`config.mk`:
```
export PLATFORM = sky130hd
export DESIGN_NAME = heart_beat_monitor
export DESIGN_NICKNAME = d
export VERILOG_FILES = /design/src/rtl/heart_beat_monitor.sv
export SDC_FILE = /design/constraint.sdc
export NUM_CORES = 1
export LEC_CHECK = 0
export CORE_ASPECT_RATIO = 1.2
export CORE_MARGIN = 10
export CORE_UTILIZATION = 25
export CTS_BUF_LIST = sky130_fd_sc_hd__clkbuf_4 sky130_fd_sc_hd__clkbuf_8 sky130_fd_sc_hd__clkbuf_16
export DETAILED_ROUTE_END_ITERATION = 7
export SKIP_CTS_REPAIR_TIMING = 1
export SYNTH_ARGS = -nofsm -noshare
export SYNTH_HDL_FRONTEND = slang
export SYNTH_SLANG_ARGS = --single-unit
```
`constraint.sdc`:
```
create_clock -name i_clk -period 6.67 [get_ports i_clk]
set_clock_uncertainty 0.05 [all_clocks]
set_input_delay 1.334 -clock i_clk [delete_from_list [all_inputs] [get_ports i_clk]]
set_output_delay 1.334 -clock i_clk [all_outputs]
set_load 0.05 [all_outputs]
```
`src/rtl/heart_beat_monitor.sv`:
```
// Receive-side heartbeat checker: synchronises an asynchronous square wave, measures
// the interval between its edges, declares it alive after a run of in-tolerance intervals.
module heart_beat_monitor #(
  parameter int CLK_VALUE   = 100000000,
  parameter int SPEED_GRADE = 2,
  parameter int TOL_PCT     = 25,
  parameter int LOCK_EDGES  = 4,
  parameter int SYNC_STAGES = 2,
  localparam longint HALF_CYC = longint'(CLK_VALUE) / (2 * SPEED_GRADE),
  localparam longint MIN_CYC  = HALF_CYC * (100 - TOL_PCT) / 100,
  localparam longint MAX_CYC  = HALF_CYC * (100 + TOL_PCT) / 100,
  localparam int     CNT_W    = $clog2(MAX_CYC + 1)
) (
  input  logic             i_clk,
  input  logic             i_arst_n,
  input  logic             i_heart_beat,
  input  logic             i_clr_err,
  output logic             o_alive,
  output logic             o_lock_lost,
  output logic [CNT_W-1:0] o_period_cyc,
  output logic [15:0]      o_err_cnt
);

  localparam logic [CNT_W-1:0] MIN_V = CNT_W'(MIN_CYC);
  localparam logic [CNT_W-1:0] MAX_V = CNT_W'(MAX_CYC);

  typedef enum logic [1:0] {SEARCH, LOCKING, ALIVE} state_t;

  logic [SYNC_STAGES-1:0] sync_p0;
  logic                   dly_p1;
  logic                   hb_edge;
  logic [CNT_W-1:0]       cnt;
  logic [CNT_W:0]         iv_raw;
  logic [CNT_W-1:0]       iv;
  logic                   in_range;
  logic                   timeout;
  logic                   lose;
  state_t                 state;
  logic [3:0]             good;

  function automatic logic [CNT_W-1:0] sat_cyc(input logic [CNT_W:0] v);
    return (v > {1'b0, MAX_V}) ? MAX_V : v[CNT_W-1:0];
  endfunction

  function automatic logic [15:0] sat_err(input logic [15:0] v);
    return (v == 16'hFFFF) ? v : v + 16'd1;
  endfunction

  // Stage p0/p1: synchroniser chain followed by one delay flop for edge detection
  always_ff @(posedge i_clk or negedge i_arst_n) begin
    if (!i_arst_n) begin
      sync_p0 <= '0;
      dly_p1  <= 1'b0;
    end else begin
      sync_p0 <= {sync_p0[SYNC_STAGES-2:0], i_heart_beat};
      dly_p1  <= sync_p0[SYNC_STAGES-1];
    end
  end

  assign hb_edge = sync_p0[SYNC_STAGES-1] ^ dly_p1;

  // Range check uses the unsaturated interval: cnt parks at MAX_V, so an edge
  // arriving one cycle late still yields MAX+1 here and is rejected.
  assign iv_raw   = {1'b0, cnt} + (CNT_W+1)'(1);
  assign iv       = sat_cyc(iv_raw);
  assign in_range = (iv_raw >= {1'b0, MIN_V}) && (iv_raw <= {1'b0, MAX_V});
  assign timeout  = (cnt == MAX_V) && !hb_edge;
  assign lose     = (state == ALIVE) && ((hb_edge && !in_range) || timeout);

  // Stage p2: interval counter
  always_ff @(posedge i_clk or negedge i_arst_n) begin
    if (!i_arst_n) begin
      cnt <= '0;
    end else if (hb_edge) begin
      cnt <= '0;
    end else begin
      cnt <= iv;
    end
  end

  // Stage p3: lock FSM with registered status outputs
  always_ff @(posedge i_clk or negedge i_arst_n) begin
    if (!i_arst_n) begin
      state        <= SEARCH;
      good         <= '0;
      o_alive      <= 1'b0;
      o_lock_lost  <= 1'b0;
      o_period_cyc <= '0;
      o_err_cnt    <= '0;
    end else begin
      o_lock_lost <= 1'b0;
      case (state)
        SEARCH: begin
          if (hb_edge) begin
            state <= LOCKING;
            good  <= '0;
          end
        end
        LOCKING: begin
          if (hb_edge) begin
            if (!in_range) begin
              good <= '0;
            end else if (good == 4'(LOCK_EDGES - 1)) begin
              state   <= ALIVE;
              good    <= '0;
              o_alive <= 1'b1;
            end else begin
              good <= good + 4'd1;
            end
          end else if (timeout) begin
            state <= SEARCH;
            good  <= '0;
          end
        end
        ALIVE: begin
          if (lose) begin
            state       <= SEARCH;
            o_alive     <= 1'b0;
            o_lock_lost <= 1'b1;
          end
        end
        default: begin
          state   <= SEARCH;
          good    <= '0;
          o_alive <= 1'b0;
        end
      endcase

      if (hb_edge) o_period_cyc <= iv;

      if (i_clr_err) begin
        o_err_cnt <= '0;
      end else if (lose) begin
        o_err_cnt <= sat_err(o_err_cnt);
      end
    end
  end

endmodule

```
# Word level (Yosys, flattened, before mapping)
# Index checks and enable logic that the tools add are counted.
[classes]
reduce_logical = 13
n_lt_le_gt_ge = 3
n_mux = 25
eq_ne = 14
n_addsub = 3
bitwise = 3
[op_table]
columns = ["operator", "count"]
rows = [
  ["25-bit two-way mux", 2],
  ["16-bit two-way mux", 3],
  ["25-bit by 1-bit adder with 26-bit output, second input constant", 1],
  ["26-bit by 25-bit greater-or-equal comparator with 1-bit output, second input constant", 1],
  ["26-bit by 25-bit greater-than comparator with 1-bit output, second input constant", 1],
  ["26-bit by 25-bit less-or-equal comparator with 1-bit output, second input constant", 1],
  ["25-bit equality test, second input constant", 1],
  ["4-bit two-way mux", 5],
  ["16-bit by 1-bit adder with 16-bit output, second input constant", 1],
  ["16-bit equality test, second input constant", 1],
  ["2-bit two-way mux", 6],
  ["2-bit inequality test, second input constant", 6],
  ["4-bit one-hot mux with 3 select lines", 1],
  ["5-bit AND reduction", 2],
  ["3-bit inequality test, second input constant", 3],
  ["1-bit two-way mux", 6],
  ["2-bit one-hot mux with 3 select lines", 1],
  ["4-bit by 1-bit adder with 4-bit output, second input constant", 1],
  ["4-bit by 2-bit equality test with 1-bit output, second input constant", 1],
  ["1-bit logical AND", 4],
  ["1-bit one-hot mux with 3 select lines", 1],
  ["3-bit AND reduction", 1],
  ["2-bit by 1-bit equality test with 1-bit output, second input constant", 1],
  ["2-bit equality test, second input constant", 1],
  ["other kinds (7)", 9],
]
[totals]
elab_cells = 70
input_bits = 4
regBits = 77

# Logic depth before layout (Yosys ltp)
[logic_depth]
depth_word = 9
ltp_mapped = 14
mapped_depth_nobuf = 11

# Worst setup path before layout
# No wires, ideal clock.
[synth_timing]
path_type = "reg2reg"
startpoint = "register cnt[0]"
endpoint = "register o_err_cnt[12]"
path_buffers = 2
slack_ns = 3.299
required_time_ns = 6.492
path_stages_with_launch = 14
setup_ns = 0.128
synth_period_minus_slack_ns = 3.371
arrival_time_ns = 3.193
path_cell_list = "dfrtp_1 ha_1 clkbuf_1 nand2_1 o31a_1 o32a_1 a2111oi_0 a31oi_1 a21oi_4 o21bai_4 a31o_4 buf_6 nor4_1 mux2_1"
[synth_via]
elab_chain_len = 9
[synth_lines]
columns = ["item", "line_no", "source"]
rows = [
  ["from (decl)", "32", "logic [CNT_W-1:0] cnt;"],
  ["from (signal assigned)", "77", "cnt <= iv;"],
  ["25-bit by 1-bit adder with 26-bit output", "64", "assign iv_raw = {1'b0, cnt} + (CNT_W+1)'(1);"],
  ["26-bit by 25-bit greater-or-equal comparator with 1-bit output or 26-bit by 25-bit less-or-equal comparator with 1-bit output (tied branches)", "66", "assign in_range = (iv_raw >= {1'b0, MIN_V}) && (iv_raw <= {1'b0, MAX_V});"],
  ["1-bit logical AND", "66", ""],
  ["1-bit zero test", "--", ""],
  ["1-bit logical AND", "68", "assign lose = (state == ALIVE) && ((hb_edge && !in_range) || timeout);"],
  ["1-bit logical OR (*)", "68", ""],
  ["1-bit logical AND (*)", "68", ""],
  ["2-bit nonzero test (no source line) (*)", "--", ""],
  ["2-bit AND reduction (no source line) (*)", "--", ""],
  ["to (signal assigned)", "134", "o_err_cnt <= sat_err(o_err_cnt);"],
  ["to (decl)", "21", "output logic [15:0] o_err_cnt"],
]
# Every way passes the cells marked *; elsewhere a longest branch is shown, timed or not.
# A chain may end at the register's enable or synchronous reset.

# Worst setup path in the final report
# Same ends and word-level chain as after synthesis.

==> run metrics <==
outcome completed; asr flop ratio synth 100.0%; initial DRC count roughly 320; WL met1 4.883 mm; highest metal used met4; Rows 53; Syn Inst Count 480; Syn Std Cell Area 0.004384 mm2; Final period util 60.97%; Slew HR 20.27%; Reg-to-Reg Start cnt[0]; maximum VDD drop 0.1587 mV; Hold Path Stages 0; CTS Root Cell clkbuf_16; placed cells roughly 700; post-synth top area share 43.95%; Worst-Margin Slew 1.191 ns; CP cell instances ha_1 > nand4_4 > nor3_4 > nand3_1 > xor2_1 > or4_4 > a21oi_4 > o21bai_4 > a31o_4 > nor4_1 > mux2_1; fmax 245.9 MHz; Core ar. 0.01737 mm2; setup ws final approximately 2.6 ns; worst skew pair latency 0.35 ns; initial antenna violation count 0; HP Class reg -> reg; Crit-path slowest cell or4_4; CTS tree built; delay-heaviest family, CP simple AND/OR/NAND/NOR gates; vias in the first global route 3699; dominant cells by area after synthesis dfrtp_1, nor2_1, nand2_1; HPWL Detailed 8.243 mm; clk buf depth 2; Initial Util 25.23%; global route overflow 0; FF+latch count, synth 77; Power Density about 220 mW/mm2; hold path endpoint sync_p0[1]; unrepaired setup endpoints after global routing false; pin count of the biggest net entering global routing 78; syn avg cell area 9.134 um2; HP Start sync_p0[0]; register area share after synthesis 43.95%; # DRC 0; Leak between 2 and 2.5 nW; Syn-to-layout area delta 20.60%; GPL Wtd Cong 0.8486; WL met2 5.722 mm; min Tclk post-route 4.067 ns; YS warnings 0; Die Width 140.9 um; wire length on met3 655 um; Ports 47; setup TNS 0 ns; Slew Limit Fails 0; DRT antenna net count 0; Sink Count slightly below 80; CP startpoint kind flip-flop; dpl ws 2.647 ns; number of enable flip-flop cells after synthesis 0; Num CTS Buffers 9; Tot GR Track Use 10.33%; worst r2r dst o_err_cnt[12]; Netlist cell types 64; via count 3693; reg-to-reg slack, setup 2.60 ns; crit-path max FO 25; Critical Path RT 6.85 ns; FF-to-FF path depth 11; Yosys top cell by area dfrtp_1; First-pass DRT Iterations 4; CTS H-tree depth 3; Vias/cell 5.031; Port Buffers 46; Max-cap violations 0; Crit Path Category reg -> reg; final setup vio count 0; # nets final 518; Routed wire per std cell about 16 um; Hold Fails Final Rpt 0; Non-Filler Instances ~730; antenna cells 0; Die ar. 0.02326 mm2; first-pass GRT wire length 19.46 mm; layout cells sized above 1 8.755%; Die Y 165.1 um; max incr delay on CP 0.56 ns; clock transition at the registers of the reported paths 0.06 ns; Critical Path End Type flip-flop; Bufs and invs on worst path 0; final wirelength ~12 mm; Critical Path AT between 4 and 5 ns; Worst path depth 11; syn nets 489; Synth Flop Type dfrtp_1
-- worst register-to-register path, cell delays in order, from the launching register on --
cell and delay (ns):
dfrtp_1 0.55, ha_1 0.50, nand4_4 0.27, nor3_4 0.31, nand3_1 0.13, xor2_1 0.18, or4_4 0.56, a21oi_4 0.18
o21bai_4 0.12, a31o_4 0.35, nor4_1 0.39, mux2_1 0.36
-- per-stage QoR --
stage | utilization [%] | hold WS (ns) | cell area, um2 | power (mW)
floorplan | - | 0.2812 | 4384 | 0.6229
global placement | 28.81 | 0.3112 | 5006 | 0.6823
detailed placement | 28.81 | 0.3228 | 5006 | 0.6842
CTS | 30.43 | 0.3618 | 5288 | 1.159
global route | 30.43 | 0.3703 | 5288 | 1.196
finish | 30.43 | 0.3432 | 5288 | 1.138
-- state kept, by name, indices dropped and copies added (netlist names) --
name	cells
good	4
sync_p0	2
o_alive	1
cnt	25
o_lock_lost	1
o_period_cyc	25
dly_p1	1
state	2
o_err_cnt	16
-- cell families (layout without fill, tap and decap cells) --
| family | Yosys count | after routing | synth area share [%] |
|---|---|---|---|
| AOI/OAI and AO/OA | 85 | 85 | 13.56 |
| xor gates and xnor gates | 26 | 26 | 5.194 |
| adders and majority gates | 5 | 5 | 1.427 |
| buffers and inverters | 45 | 79 | 4.594 |
| DFF | 77 | 77 | 43.95 |
| muxes | 10 | 10 | 2.540 |
| and+or+nand+nor | 232 | 232 | 28.74 |
-- cells in the mapped netlist (9+ instances only) --
cell type	count
xor2_1	9
inv_1	14
a21oi_1	28
nor2_1	70
dfrtp_1	77
xnor2_1	17
o31ai_1	16
nor3_1	17
nand4_1	11
nand2_1	42
nor4_1	9
nand3_1	17
nor2b_1	9
clkbuf_1	19
-- placed cells by master (no fill, tap or decap), drive strengths merged, types with 15 or more instances in the layout --
cell type | Yosys | routed
dfrtp | 77 | 77
a21oi | 29 | 29
nor3 | 19 | 19
o31ai | 16 | 16
nand3 | 18 | 18
clkdlybuf4s50 | 0 | 45
nand2 | 43 | 43
xnor2 | 17 | 17
inv | 14 | 15
nor2 | 70 | 70
-- report_power, final --
part           switching, mW  internal [mW]  total, mW
Sequential            0.0197          0.487      0.507
Clock                  0.199          0.267      0.465
Combinational          0.117         0.0478      0.165
-- area by class of cell --
cell class,count,area (um2)
sequential,77,1927
inverter,14,52.55
clock inverter,5,35.03
fill,1831,12090
clock buffer,11,246.5
tap,220,275.3
timing repair buffer,49,480.5
multi-input combinational,358,2271
-- layer usage --
| layer | up-vias | track usage, % |
|---|---|---|
| met5 | - | 0 |
| li1 | 1774 | - |
| met2 | 92 | 17.29 |
| met1 | 1809 | 11.79 |
| met4 | 0 | 4.652 |
| met3 | 18 | 3.375 |
-- how the worst max path moves through the flow --
stage               startpoint             to
detailed placement      cnt[0]  o_err_cnt[12]
global route            cnt[0]  o_err_cnt[12]
floorplan               cnt[0]  o_err_cnt[12]
global placement        cnt[0]  o_err_cnt[10]
CTS                     cnt[0]  o_err_cnt[12]
finish                  cnt[0]  o_err_cnt[12]
Note: power is estimated with default switching activity, not from simulation.
